[config.mk]
export PLATFORM = sky130hd
export DESIGN_NAME = ws2812b_meter_scheduler
export DESIGN_NICKNAME = d
export VERILOG_FILES = /design/src/rtl/ws2812b_meter_pkg.sv /design/src/rtl/ws2812b_meter_peak_hold.sv /design/src/rtl/ws2812b_meter_scheduler.sv
export SDC_FILE = /design/constraint.sdc
export NUM_CORES = 1
export LEC_CHECK = 0
export ABC_AREA = 1
export CAP_MARGIN = 10
export CORE_UTILIZATION = 54
export DETAILED_ROUTE_END_ITERATION = 10
export PLACE_DENSITY = 0.82
export SLEW_MARGIN = 20
export SYNTH_ARGS = -nofsm -noshare
export SYNTH_HDL_FRONTEND = slang
export SYNTH_HIERARCHICAL = 1
export SYNTH_SLANG_ARGS = --single-unit
[constraint.sdc]
create_clock -name i_clk -period 5.55 [get_ports i_clk]
set_clock_uncertainty 0.2 [all_clocks]
set_input_delay 1.11 -clock i_clk [delete_from_list [all_inputs] [get_ports i_clk]]
set_output_delay 1.11 -clock i_clk [all_outputs]
set_load 0.005 [all_outputs]
[src/rtl/ws2812b_meter_pkg.sv]
// Shared types and constants for the WS2812B meter scheduler.
// Colors are GRB words; reset-gap timing is shared with the serializer.
package ws2812b_meter_pkg;

    typedef logic [23:0] grb_t;

    localparam grb_t COLOR_OFF = 24'h000000;

    typedef enum logic [2:0] {
        IDLE,
        WAIT,
        LOAD,
        STREAM,
        LATCH
    } sched_state_t;

    // WS2812B latch needs a low gap longer than 50 us
    localparam int unsigned RESET_GAP_US         = 50;
    localparam int unsigned RESET_GAP_CYC_100MHZ = 5000;

    // Zone color for a lit pixel; an inverted limit pair empties zone 1
    function automatic grb_t zone_color(
        input logic [15:0] idx,
        input logic [15:0] lim0,
        input logic [15:0] lim1,
        input grb_t        c0,
        input grb_t        c1,
        input grb_t        c2
    );
        if (idx < lim0)
            return c0;
        else if (idx < lim1)
            return c1;
        else
            return c2;
    endfunction

endpackage

[src/rtl/ws2812b_meter_peak_hold.sv]
// Peak marker position with hold-then-decay behaviour.
// Updates once per frame on the load strobe, clamped to the strip length.
module ws2812b_peak_hold (
    input  logic        i_clk,
    input  logic        i_reset,
    input  logic        i_load,
    input  logic [15:0] i_on,
    input  logic [15:0] i_n,
    input  logic [7:0]  i_hold_frames,
    output logic [15:0] o_peak
);

    logic [15:0] r_peak;
    logic [7:0]  r_hold;
    logic [15:0] w_peak_raw;
    logic [15:0] w_peak_next;
    logic [7:0]  w_hold_next;

    // Next peak/hold: rise immediately, otherwise hold, then decay by one
    always_comb begin
        w_peak_raw  = r_peak;
        w_hold_next = r_hold;
        if (i_on >= r_peak) begin
            w_peak_raw  = i_on;
            w_hold_next = i_hold_frames;
        end else if (r_hold != 8'd0) begin
            w_hold_next = r_hold - 8'd1;
        end else if (r_peak != 16'd0) begin
            w_peak_raw  = r_peak - 16'd1;
        end
        w_peak_next = (w_peak_raw > i_n) ? i_n : w_peak_raw;
    end

    // Peak/hold registers, advanced once per frame load
    always_ff @(posedge i_clk) begin
        if (i_reset) begin
            r_peak <= 16'd0;
            r_hold <= 8'd0;
        end else if (i_load) begin
            r_peak <= w_peak_next;
            r_hold <= w_hold_next;
        end
    end

    assign o_peak = r_peak;

endmodule

[src/rtl/ws2812b_meter_scheduler.sv]
// Frame scheduler in front of the WS2812B serializer: per-tick frame of
// led_count GRB words over valid/ready, then a latch request.
module ws2812b_meter_scheduler
    import ws2812b_meter_pkg::*;
#(
    parameter int unsigned FRAME_TICKS = 1666667,
    parameter logic [23:0] PEAK_COLOR  = 24'hFFFFFF
) (
    input  logic        i_clk,
    input  logic        i_reset,
    input  logic        i_enable,
    input  logic        i_level_valid,
    output logic        o_level_ready,
    input  logic [15:0] i_level,
    input  logic [15:0] i_led_count,
    input  logic [15:0] i_zone_limit0,
    input  logic [15:0] i_zone_limit1,
    input  logic [23:0] i_color0,
    input  logic [23:0] i_color1,
    input  logic [23:0] i_color2,
    input  logic [7:0]  i_peak_hold_frames,
    output logic        o_pixel_valid,
    input  logic        i_pixel_ready,
    output logic [23:0] o_pixel_color,
    output logic        o_pixel_last,
    output logic        o_latch_req,
    input  logic        i_latch_done,
    output logic        o_frame_busy,
    output logic        o_frame_overrun,
    output logic [15:0] o_on_count,
    output logic [15:0] o_peak_pos
);

    localparam logic [23:0] TICK_LAST = 24'(FRAME_TICKS - 1);

    sched_state_t r_state;
    sched_state_t w_state_next;

    logic [23:0] r_tick_cnt;
    logic [15:0] r_level;
    logic [15:0] r_n;
    logic [15:0] r_on;
    logic [15:0] r_idx;

    logic        w_tick;
    logic        w_load;
    logic        w_hs;
    logic        w_last;
    logic [15:0] w_on;
    logic [15:0] w_peak;
    grb_t        w_color;

    assign w_tick = (r_tick_cnt == TICK_LAST);
    assign w_load = (r_state == LOAD);
    assign w_on   = (r_level < i_led_count) ? r_level : i_led_count;
    assign w_last = (r_idx == r_n - 16'd1);
    assign w_hs   = o_pixel_valid && i_pixel_ready;

    // Free-running frame period counter, independent of state
    always_ff @(posedge i_clk) begin
        if (i_reset || w_tick)
            r_tick_cnt <= 24'd0;
        else
            r_tick_cnt <= r_tick_cnt + 24'd1;
    end

    // Newest level sample wins and is held until replaced
    always_ff @(posedge i_clk) begin
        if (i_reset)
            r_level <= 16'd0;
        else if (i_level_valid)
            r_level <= i_level;
    end

    // State register
    always_ff @(posedge i_clk) begin
        if (i_reset)
            r_state <= IDLE;
        else
            r_state <= w_state_next;
    end

    // Next-state logic for the frame sequence
    always_comb begin
        w_state_next = r_state;
        unique case (r_state)
            IDLE:   if (i_enable) w_state_next = WAIT;
            WAIT: begin
                if (w_tick && i_enable)
                    w_state_next = LOAD;
                else if (!i_enable)
                    w_state_next = IDLE;
            end
            LOAD: begin
                if (i_led_count == 16'd0)
                    w_state_next = WAIT;
                else
                    w_state_next = STREAM;
            end
            STREAM: if (w_hs && w_last) w_state_next = LATCH;
            LATCH:  if (i_latch_done) w_state_next = WAIT;
            default: w_state_next = IDLE;
        endcase
    end

    // Frame snapshot at LOAD and pixel index advance on handshake
    always_ff @(posedge i_clk) begin
        if (i_reset) begin
            r_n   <= 16'd0;
            r_on  <= 16'd0;
            r_idx <= 16'd0;
        end else if (w_load) begin
            r_n   <= i_led_count;
            r_on  <= w_on;
            r_idx <= 16'd0;
        end else if (w_hs && !w_last) begin
            r_idx <= r_idx + 16'd1;
        end
    end

    ws2812b_peak_hold u_peak (
        .i_clk         (i_clk),
        .i_reset       (i_reset),
        .i_load        (w_load),
        .i_on          (w_on),
        .i_n           (i_led_count),
        .i_hold_frames (i_peak_hold_frames),
        .o_peak        (w_peak)
    );

    // Pixel color: lit zone, then peak marker above the lit bar, else off
    always_comb begin
        w_color = COLOR_OFF;
        if (r_idx < r_on)
            w_color = zone_color(r_idx, i_zone_limit0, i_zone_limit1,
                                 i_color0, i_color1, i_color2);
        else if (w_peak > r_on && r_idx == w_peak - 16'd1)
            w_color = PEAK_COLOR;
    end

    assign o_level_ready   = !i_reset;
    assign o_pixel_valid   = (r_state == STREAM);
    assign o_pixel_color   = o_pixel_valid ? w_color : COLOR_OFF;
    assign o_pixel_last    = o_pixel_valid && w_last;
    assign o_latch_req     = (r_state == LATCH);
    assign o_frame_busy    = (r_state == LOAD) || (r_state == STREAM) ||
                             (r_state == LATCH);
    assign o_frame_overrun = w_tick && o_frame_busy;
    assign o_on_count      = r_on;
    assign o_peak_pos      = w_peak;

endmodule

# Yosys cells after proc, flatten, opt, wreduce, memory -nomap -nowiden

Cells that the tools add are included.

$add $sub $neg: 5
$lt $le $gt $ge: 7
Equal/unequal tests: 11
Multiplexer cells: 19
Reductions and logical operators: 20

Operators by type and width:

| cell                    | count |
|---|---|
| $mux W24                | 5 |
| $mux W16                | 5 |
| $lt A16 B16 Y1          | 4 |
| $eq A16 B16 Y1          | 2 |
| $gt A16 B16 Y1          | 2 |
| $sub A16 B1 Y16 const B | 2 |
| $add A24 B1 Y24 const B | 1 |
| $eq A24 B21 Y1 const B  | 1 |
| $add A16 B1 Y16 const B | 1 |
| $ge A16 B16 Y1          | 1 |
| $logic_not A16 Y1       | 1 |
| $mux W8                 | 2 |
| $reduce_bool A16 Y1     | 1 |
| $mux W3                 | 5 |
| $pmux W3 S5             | 1 |
| $reduce_bool A8 Y1      | 1 |
| $sub A8 B1 Y8 const B   | 1 |
| $logic_and A1 B1 Y1     | 7 |
| $eq A3 B2 Y1 const B    | 2 |
| $ne A2 B1 Y1 const B    | 2 |
| $reduce_and A4 Y1       | 1 |
| $eq A3 B1 Y1 const B    | 1 |
| $eq A3 B3 Y1 const B    | 1 |
| $logic_not A3 Y1        | 1 |
| 8 further kinds         | 11 |

Register bits after elaboration: 115
Bits of input ports: 150
Output and inout port bits: 62

# Depth between registers and ports, before layout

Gate-level depths: netlist (run 1).

Depth after elaboration: 6
Mapped depth: 42
Depth with buffers taken out: 40

# By module

Netlist (run 1), hierarchy kept.

By module, submodules not included:

| module                  | times used | cells an instance | area each (µm²) | sequential area each (µm²) |
|---|---|---|---|---|
| ws2812b_meter_scheduler | 1          | 1251              | 8047.7          | 1821.7 |
| ws2812b_peak_hold       | 1          | 554               | 3256.9          | 480.5 |

# Least setup slack after synthesis (run 1)

No wires, ideal clock.

Path type: input to register
Start point: input i_led_count[1]
End point: register u_peak.r_peak[1] (netlist: u_peak/o_peak[1])
Setup time: 0.140 ns
Arrival time: 4.849 ns
Required time: 5.210 ns
Setup slack: 0.360 ns
Stages: 37
Cells stage by stage: inv_1 -> ha_1 -> o21ai_0 -> nand2_1 -> nand3_1 -> nand2_1 -> nand3_1 -> a21oi_1 -> o21ai_0 -> nand2_1 -> clkbuf_1 -> o21ai_0 -> inv_1 -> ha_1 -> nand2_1 -> nor2_1 -> and2_1 -> nor2_2 -> nand2_2 -> a21oi_4 -> buf_6 -> nand2_2 -> and2_1 -> ha_1 -> o21bai_1 -> nand2_1 -> nand2_1 -> nand2_1 -> nand2_1 -> nand2_1 -> nand2_2 -> buf_2 -> nand3_1 -> nand2_1 -> clkinv_1 -> nand2_1 -> a21oi_2

Longest elaborated chain between the ends: 6

Ends and longest elaborated chain:

| element                | RTL line                      | text |
|---|---|---|
| start: declaration     | ws2812b_meter_scheduler.sv:15 | `input logic [15:0] i_led_count,` |
| $lt A16 B16 Y1 *       | ws2812b_meter_scheduler.sv:55 | `assign w_on = (r_level < i_led_count) ? r_level : i_led_count;` |
| $mux W16 *             | ws2812b_meter_scheduler.sv:55 |  |
| net w_on[0]            | ws2812b_meter_scheduler.sv:49 | `logic [15:0] w_on;` |
| $ge A16 B16 Y1         | ws2812b_meter_peak_hold.sv:23 | `if (i_on >= r_peak) begin` |
| $mux W16 *             | ws2812b_meter_peak_hold.sv:23 |  |
| $gt A16 B16 Y1         | ws2812b_meter_peak_hold.sv:31 | `w_peak_next = (w_peak_raw > i_n) ? i_n : w_peak_raw;` |
| $mux W16 *             | ws2812b_meter_peak_hold.sv:31 |  |
| end signal: assignment | ws2812b_meter_peak_hold.sv:40 | `r_peak <= w_peak_next;` |
| end: declaration       | ws2812b_meter_peak_hold.sv:13 | `logic [15:0] r_peak;` |

The timed path passes the listed nets; every way through them passes the cells marked *.
A chain may end at the register's enable or synchronous reset.

# Final worst setup path (run 1)

Start point: input i_led_count[11]
End point: register u_peak.r_peak[0] (netlist: u_peak/o_peak[0])

Longest elaborated chain between the ends: 6

Ends and longest elaborated chain:

| element        | RTL line |
|---|---|
| $lt A16 B16 Y1 | ws2812b_meter_scheduler.sv:55 |
| $mux W16 *     | ws2812b_meter_scheduler.sv:55 |
| net w_on[11]   | ws2812b_meter_scheduler.sv:49 |
| $ge A16 B16 Y1 | ws2812b_meter_peak_hold.sv:23 |
| $mux W16 *     | ws2812b_meter_peak_hold.sv:23 |
| $gt A16 B16 Y1 | ws2812b_meter_peak_hold.sv:31 |
| $mux W16 *     | ws2812b_meter_peak_hold.sv:31 |

Marks and branches as above.

==> flow_metrics.py, run 1 <==
metrics = {
    "drt": {
        "wl_per_cell_um": 16.68,
        "num_vias": 13200,
        "via_per_inst": 5.606,
        "dr.pass1.iters": 9,
        "drc": 1,
        "drtIter0Drc": 1086,
        "antenna_left": 0,
        "drt_wl_total_mm": 39.29,
    },
    "power_and_ir_drop": {
        "vdd_ir_drop_max_mv": 0.2388,
        "power_density_mw_per_mm2": 186.1,
        "p_leak_uw": 0.007108,
    },
    "run": {
        "cap_violations": 0,
    },
    "synthesis": {
        "synth_fa_ha_area_frac": 0.1284,
        "seq_area_frac_synth": 0.2037,
        "async_flop_share": 0,
        "synth_warnings": 6,
        "yosys-top-cells-count": "535 x nand2_1, 238 x inv_1, 128 x nand3_1",
        "yosys_register_bits": 115,
        "synth_top_family_by_area": "simple AND/OR/NAND/NOR gates",
        "synthXorXnorAreaFrac": 0.04892,
        "synth_compound_area_frac": 0.1343,
        "synth_nets": 2071,
        "synth_cell_types": 54,
        "synth_area_mm2": 0.01130,
        "synth_cells": 1805,
        "synth_top_cell_by_area": "dfxtp_1",
        "synth_area_leaders": "dfxtp_1 20%, nand2_1 18%, ha_1 13%",
        "synth_edf_count": 0,
        "yosys.area.top_type_share": 0.2037,
        "synth-simple-area-share": 0.3727,
        "avgSynthCellArea_um2": 6.263,
        "ys.flop_type": "dfxtp_1",
        "synthMuxAreaShare": 0,
        "yosysMostFrequentCell": "nand2_1",
    },
    "clock_network": {
        "cts_num_sinks": 115,
        "htreeDepth": 4,
        "cts-root-buf": "clkbuf_16",
        "clk_path_buf_depth": 2,
        "clock_latency_ps": 430,
        "tritoncts": "done",
        "cts_buffers": 17,
        "path_clk_slew_ps": 60,
        "ctsHoldBuffers": 0,
    },
    "global_route": {
        "gr-usage-all-layers": 0.3564,
        "grt_pass1_vias": 12660,
        "grt_util_met3": 0.07719,
        "use_met2": 0.6152,
        "antenna_found_initial": 0,
        "busiest_layer": "met2",
        "gr-usage-met1": 0.3983,
        "grt_pass1_wl_mm": 61.45,
        "grt_max_degree": 33,
        "grt_overflow": 0,
    },
    "cells_and_area": {
        "n_antenna_cell": 0,
        "final_util": 0.7472,
        "drive_gt1_frac": 0.1516,
        "area_growth_pct": 34.61,
        "final_net_count": 2338,
        "fin_cells": 2355,
    },
    "outcome": {
        "failed_checks": "DRC",
        "status": "complete, but fails checks",
    },
    "timing": {
        "hold_viol_final": 0,
        "relSlewSlack": 0.4642,
        "setup_viol": 0,
        "max_slew.worst_pin.slew_ps": 798.8,
        "slew_violations": 0,
        "fin_crit_sh": 0.9970,
        "layout_min_cycle_time_ps": 5534,
        "max_clock_freq_ghz": 0.1807,
        "holdWs_ps": 274.7,
    },
    "setup_path": {
        "max_stage_delay_ps": 270,
        "r2r-start": "r_level[1]",
        "critPathKind": "input pin to flop",
        "path_max_fanout": 9,
        "critPathLaunch": "i_led_count[11]",
        "worstSetupEndpointType": "flop",
        "cp.arrival_ps": 5690,
        "cp_data_required_time_ps": 5710,
        "cp_common_cell": "nand2_1",
        "slowest_stage": "ha_4",
        "startpoint_type": "input pin",
    },
    "die": {
        "io_pins": 212,
        "die_area_mm2": 0.02152,
        "die_y_um": 146.7,
        "die_w_um": 146.7,
        "start_util": 0.5551,
        "core_area_mm2": 0.02036,
        "rows": 52,
    },
    "worst_hold_path": {
        "hold_start": "r_tick_cnt[3]",
        "hold_class": "flop to flop",
    },
    "placement": {
        "dp_hpwl_mm": 29.46,
        "portBuffers": 211,
        "place_inst": 2308,
        "gp_congestion": 0.9928,
    },
}
[where the power goes]
group / switching [µW] / internal, µW
sequential: 9.29 / 837
combinational: 484 / 447
clock: 436 / 618
total: 930 / 1900
[cells by family (layout without fill, tap and decap cells)]
kind of cell    after synthesis  after routing
fa+ha+maj                   116            116
xor+xnor                     60             60
compound gates              257            257
flops                       115            115
buf+inv                     311            590
simple gates                946            947
[timing repair]
action,4_1_cts,5_1_grt
gates resized for setup,61,76
endpoints found under the hold margin,0,0
pin swaps,26,21
cloned,2,2
buffers inserted,6,5
setup endpoints to repair,16,18
[placed cells by master, fill, tap and decap left out, drive strengths merged, types with 32 or more instances in the layout]
cell	count
nand2	565
inv	253
clkdlybuf4s50	195
a21oi	145
nor2	141
nand3	131
ha	116
dfxtp	115
buf	89
o21ai	79
nand4	41
xor2	34
nor3	32
[final timing paths]
path	end	slack, ps	cells past startpoint
max	u_peak/o_peak[0]	20	35
min	r_tick_cnt[3]	270	2
max reg2reg	u_peak/o_peak[0]	610	38
min reg2reg	r_tick_cnt[3]	270	2
[flip-flops by register name, summed over array words and instances, names as in the netlist]
register       flops
r_idx             16
r_level           16
r_tick_cnt        24
u_peak/o_peak     16
o_on_count        16
u_peak/r_hold      8
r_n               16
r_state            3
[critical path: cells and delay by family]
kind / cells / cell delay, ps
AO/OA/AOI/OAI: 3 / 330
adder cells (fa/ha/maj): 3 / 760
buffers and inverters: 10 / 1410
AND/OR/NAND/NOR: 19 / 2030
[layout make-up]
cell class / count / area [µm²]
multi-input cells: 1380 / 8128
fillers: 1616 / 5147
repair buffers: 303 / 2932
flip-flops and latches: 115 / 2302
inverters: 255 / 959.7
clock buffers: 18 / 429.2
well taps: 270 / 337.8
clock inverters: 14 / 128.9
[routing by layer]
layer  part of all wire  vias to the layer above  routed length (µm)
met4              0.054                        0                2132
met5                  0                        -                   0
met3              0.091                      162                3568
li1                   -                     6384                   -
met2               0.47                      722               18510
met1               0.38                     5933               15080
[metrics by stage]
stage | total power (µW) | setup slack [ps] | instance area [µm²] | TNS, ps
6_report | 2831 | 16.41 | 15220 | 0
5_1_grt | 2945 | -98.36 | 15220 | -424.8
4_1_cts | 2684 | 0.5111 | 14880 | 0
3_5_place_dp | 1576 | -778.0 | 14070 | -11310
3_3_place_gp | 1559 | -565.4 | 14070 | -8688
2_1_floorplan | 1276 | 360.3 | 11300 | 0
(Power assumes the default switching activity.)
==> inputs of run 2 (changes only) <==
Settings changed: CELL_PAD_IN_SITES_DETAIL_PLACEMENT set to 0, CELL_PAD_IN_SITES_GLOBAL_PLACEMENT set to 1, CORE_UTILIZATION 54 to 37, PLACE_DENSITY 0.82 to unset, PLACE_DENSITY_LB_ADDON set to 0.1.
==> run 2 against run 1 <==
The run now ends clean. Sequential power about the same. Critical path depth is 19 lower. Setup slack better by 270 ps. Cell area rose by 0.84%. Via count down 6.0%. Hold slack worse by 3.2 ps. Core utilization fell by 23 points. Final cell count increased by 5.9%. Critical endpoint is now o_pixel_color[20]. Largest power group unchanged. Highest routed layer unchanged.
==> flow_metrics.py, run 2 (synthesis gave the netlist of run 1 again) <==
metrics = {
    "cells_and_area": {
        "drive_gt1_frac": 0.1382,
        "area_growth_pct": 35.74,
        "regMostFlops": "r_tick_cnt",
        "final_net_count": 2358,
        "regArea_mm2": 0.002302,
        "largest_reg_flops": 24,
        "final_util": 0.5136,
        "final_common_cell": "nand2_1",
        "fin_cells": 2495,
        "num-fill-cells": 3086,
        "multi_input_area_mm2": 0.007903,
        "n_antenna_cell": 0,
        "mostFrequentLayoutCells": "531 x nand2_1, 232 x inv_1, 195 x clkdlybuf4s50_1",
    },
    "placement": {
        "gp_congestion": 0.9199,
        "place_inst": 2455,
        "portBuffers": 211,
        "dp_hpwl_mm": 31.43,
        "place_ws_ps": -705.7,
    },
    "die": {
        "io_pins": 212,
        "die_y_um": 176.8,
        "core_area_mm2": 0.02987,
        "die_area_mm2": 0.03126,
        "rows": 63,
        "start_util": 0.3784,
        "die_w_um": 176.8,
    },
    "timing": {
        "slew_violations": 0,
        "setup_viol": 0,
        "relSlewSlack": 0.3493,
        "max_slew.worst_pin.slew_ps": 970.0,
        "layout_min_cycle_time_ps": 5263,
        "hold_viol_final": 0,
        "max_clock_freq_ghz": 0.1900,
        "fin_crit_sh": 0.9482,
        "layout_setup_ws_ps": 287.3,
    },
    "power_and_ir_drop": {
        "p_sw_frac": 0.3163,
        "vdd_ir_drop_max_mv": 0.1866,
        "switching_power_uw": 889.9,
        "comb_power_share": 0.297,
        "p_total_uw": 2813,
        "p_int_uw": 1924,
        "power_frac_clock": 0.403,
        "p_seq_frac": 0.300,
        "power_density_mw_per_mm2": 183.3,
        "p_leak_uw": 0.007290,
    },
    "drt": {
        "drc": 0,
        "drtIter0Drc": 737,
        "via_per_inst": 4.975,
        "antenna_left": 0,
        "wl_per_cell_um": 15.98,
        "dr.pass1.iters": 7,
        "drt_wl_total_mm": 39.86,
        "num_vias": 12410,
    },
    "worst_hold_path": {
        "hold_class": "flop to flop",
    },
    "clock_network": {
        "htreeDepth": 4,
        "cts-root-buf": "clkbuf_16",
        "ctsHoldBuffers": 0,
        "cts_num_sinks": 115,
        "path_clk_slew_ps": 60,
        "clock_latency_ps": 430,
        "cts_buffers": 17,
        "tritoncts": "done",
        "clk_path_buf_depth": 2,
    },
    "setup_path": {
        "max_stage_delay_ps": 530,
        "startpoint_type": "input pin",
        "cp_data_required_time_ps": 4240,
        "crit_family": "buffers and inverters",
        "worstSetupEndpointType": "output pin",
        "path_buf_inv": 4,
        "critPathKind": "input pin to output pin",
        "slowest_stage": "clkdlybuf4s50_1",
        "path_cells": "clkdlybuf4s50_1, inv_1, ha_1, a21oi_1, o21a_1, o21ai_1, nand2_1, nand2_2, buf_12, nand2_1, nand2_1, nand2_1, nand2_1, nand2_1, a21oi_2, clkdlybuf4s50_1",
        "cp_common_cell": "nand2_1",
        "cp.arrival_ps": 3950,
        "path_max_fanout": 24,
    },
    "global_route": {
        "grt_max_degree": 33,
        "grt_pass1_wl_mm": 62.18,
        "grt_pass1_vias": 11720,
        "antenna_found_initial": 0,
        "grt_overflow": 0,
        "gr-usage-all-layers": 0.2539,
    },
    "run": {
        "cap_violations": 0,
    },
    "outcome": {
        "status": "complete, no violations",
    },
}
[run 2: cell types whose count changed in the layout (fill, tap and decap cells not counted), moves of 5 or more]
cell            previous run  this run
buf_4                     77       101
clkbuf_2                   5         0
dlygate4sd2_1              5         0
dlymetal6s2s_1             4        16
ha_1                     101       109
ha_4                      15         7
inv_1                    224       232
inv_2                     24        14
nand2_1                  523       531
nor2_1                   112       117
o21ai_0                   50        56
o21ai_2                   11         6
[run 2: power by group through the flow]
stage | clock network (µW) | logic (µW) | registers (µW)
global route | 1190 | 920 | 846
finish | 1130 | 836 | 845
floorplan | 0 | 416 | 860
global placement | 0 | 753 | 862
detailed placement | 0 | 759 | 862
CTS | 1150 | 772 | 843
[run 2: layout make-up]
cell class,count,share of cell area
flip-flops and latches,115,0.1500
repair buffers,324,0.2022
well taps,390,0.03180
clock buffers,18,0.02862
clock inverters,14,0.009785
inverters,255,0.06254
multi-input cells,1379,0.5150
[run 2: repair_timing]
item,4_1_cts,5_1_grt
gates cloned,0,2
endpoints found under the hold margin,0,0
buffers inserted,0,6
endpoints found under the setup margin,16,22
gates resized for setup,18,49
pin swaps,3,16
[run 2: per-stage QoR]
| stage | TNS [ps] | cell area, µm² | hold WS (ps) |
|---|---|---|---|
| detailed placement | -10790 | 14430 | 263.3 |
| global route | -269.5 | 15340 | 292.6 |
| CTS | -9.584 | 15050 | 277.6 |
| global placement | -8652 | 14430 | 254.9 |
| finish | 0 | 15340 | 271.5 |
| floorplan | 0 | 11300 | 236.0 |
[run 2: path summary, 6_finish.rpt]
path / start / to / slack (ps) / cells after the start
max: i_zone_limit1[1] / o_pixel_color[20] / 290 / 16
min: r_tick_cnt[0] / r_tick_cnt[0] / 270 / 1
max reg2reg: r_level[1] / u_peak/o_peak[6] / 850 / 34
min reg2reg: r_tick_cnt[0] / r_tick_cnt[0] / 270 / 1
[run 2: per-layer routing]
metal	vias to the layer above	track usage	share of wire
li1	6413	-	-
met1	5600	0.3197	0.45
met2	341	0.4377	0.47
met3	58	0.03909	0.054
met4	0	0.08657	0.026
met5	-	0	0
[run 2: worst register-to-register path, delay by kind of cell, from the launching register on]
| family | cells | cell delay, ps |
|---|---|---|
| and+or+nand+nor | 18 | 1470 |
| AOI/OAI and AO/OA | 8 | 1100 |
| adders and majority gates | 3 | 770 |
| buffers and inverters | 5 | 710 |
| DFF | 1 | 310 |
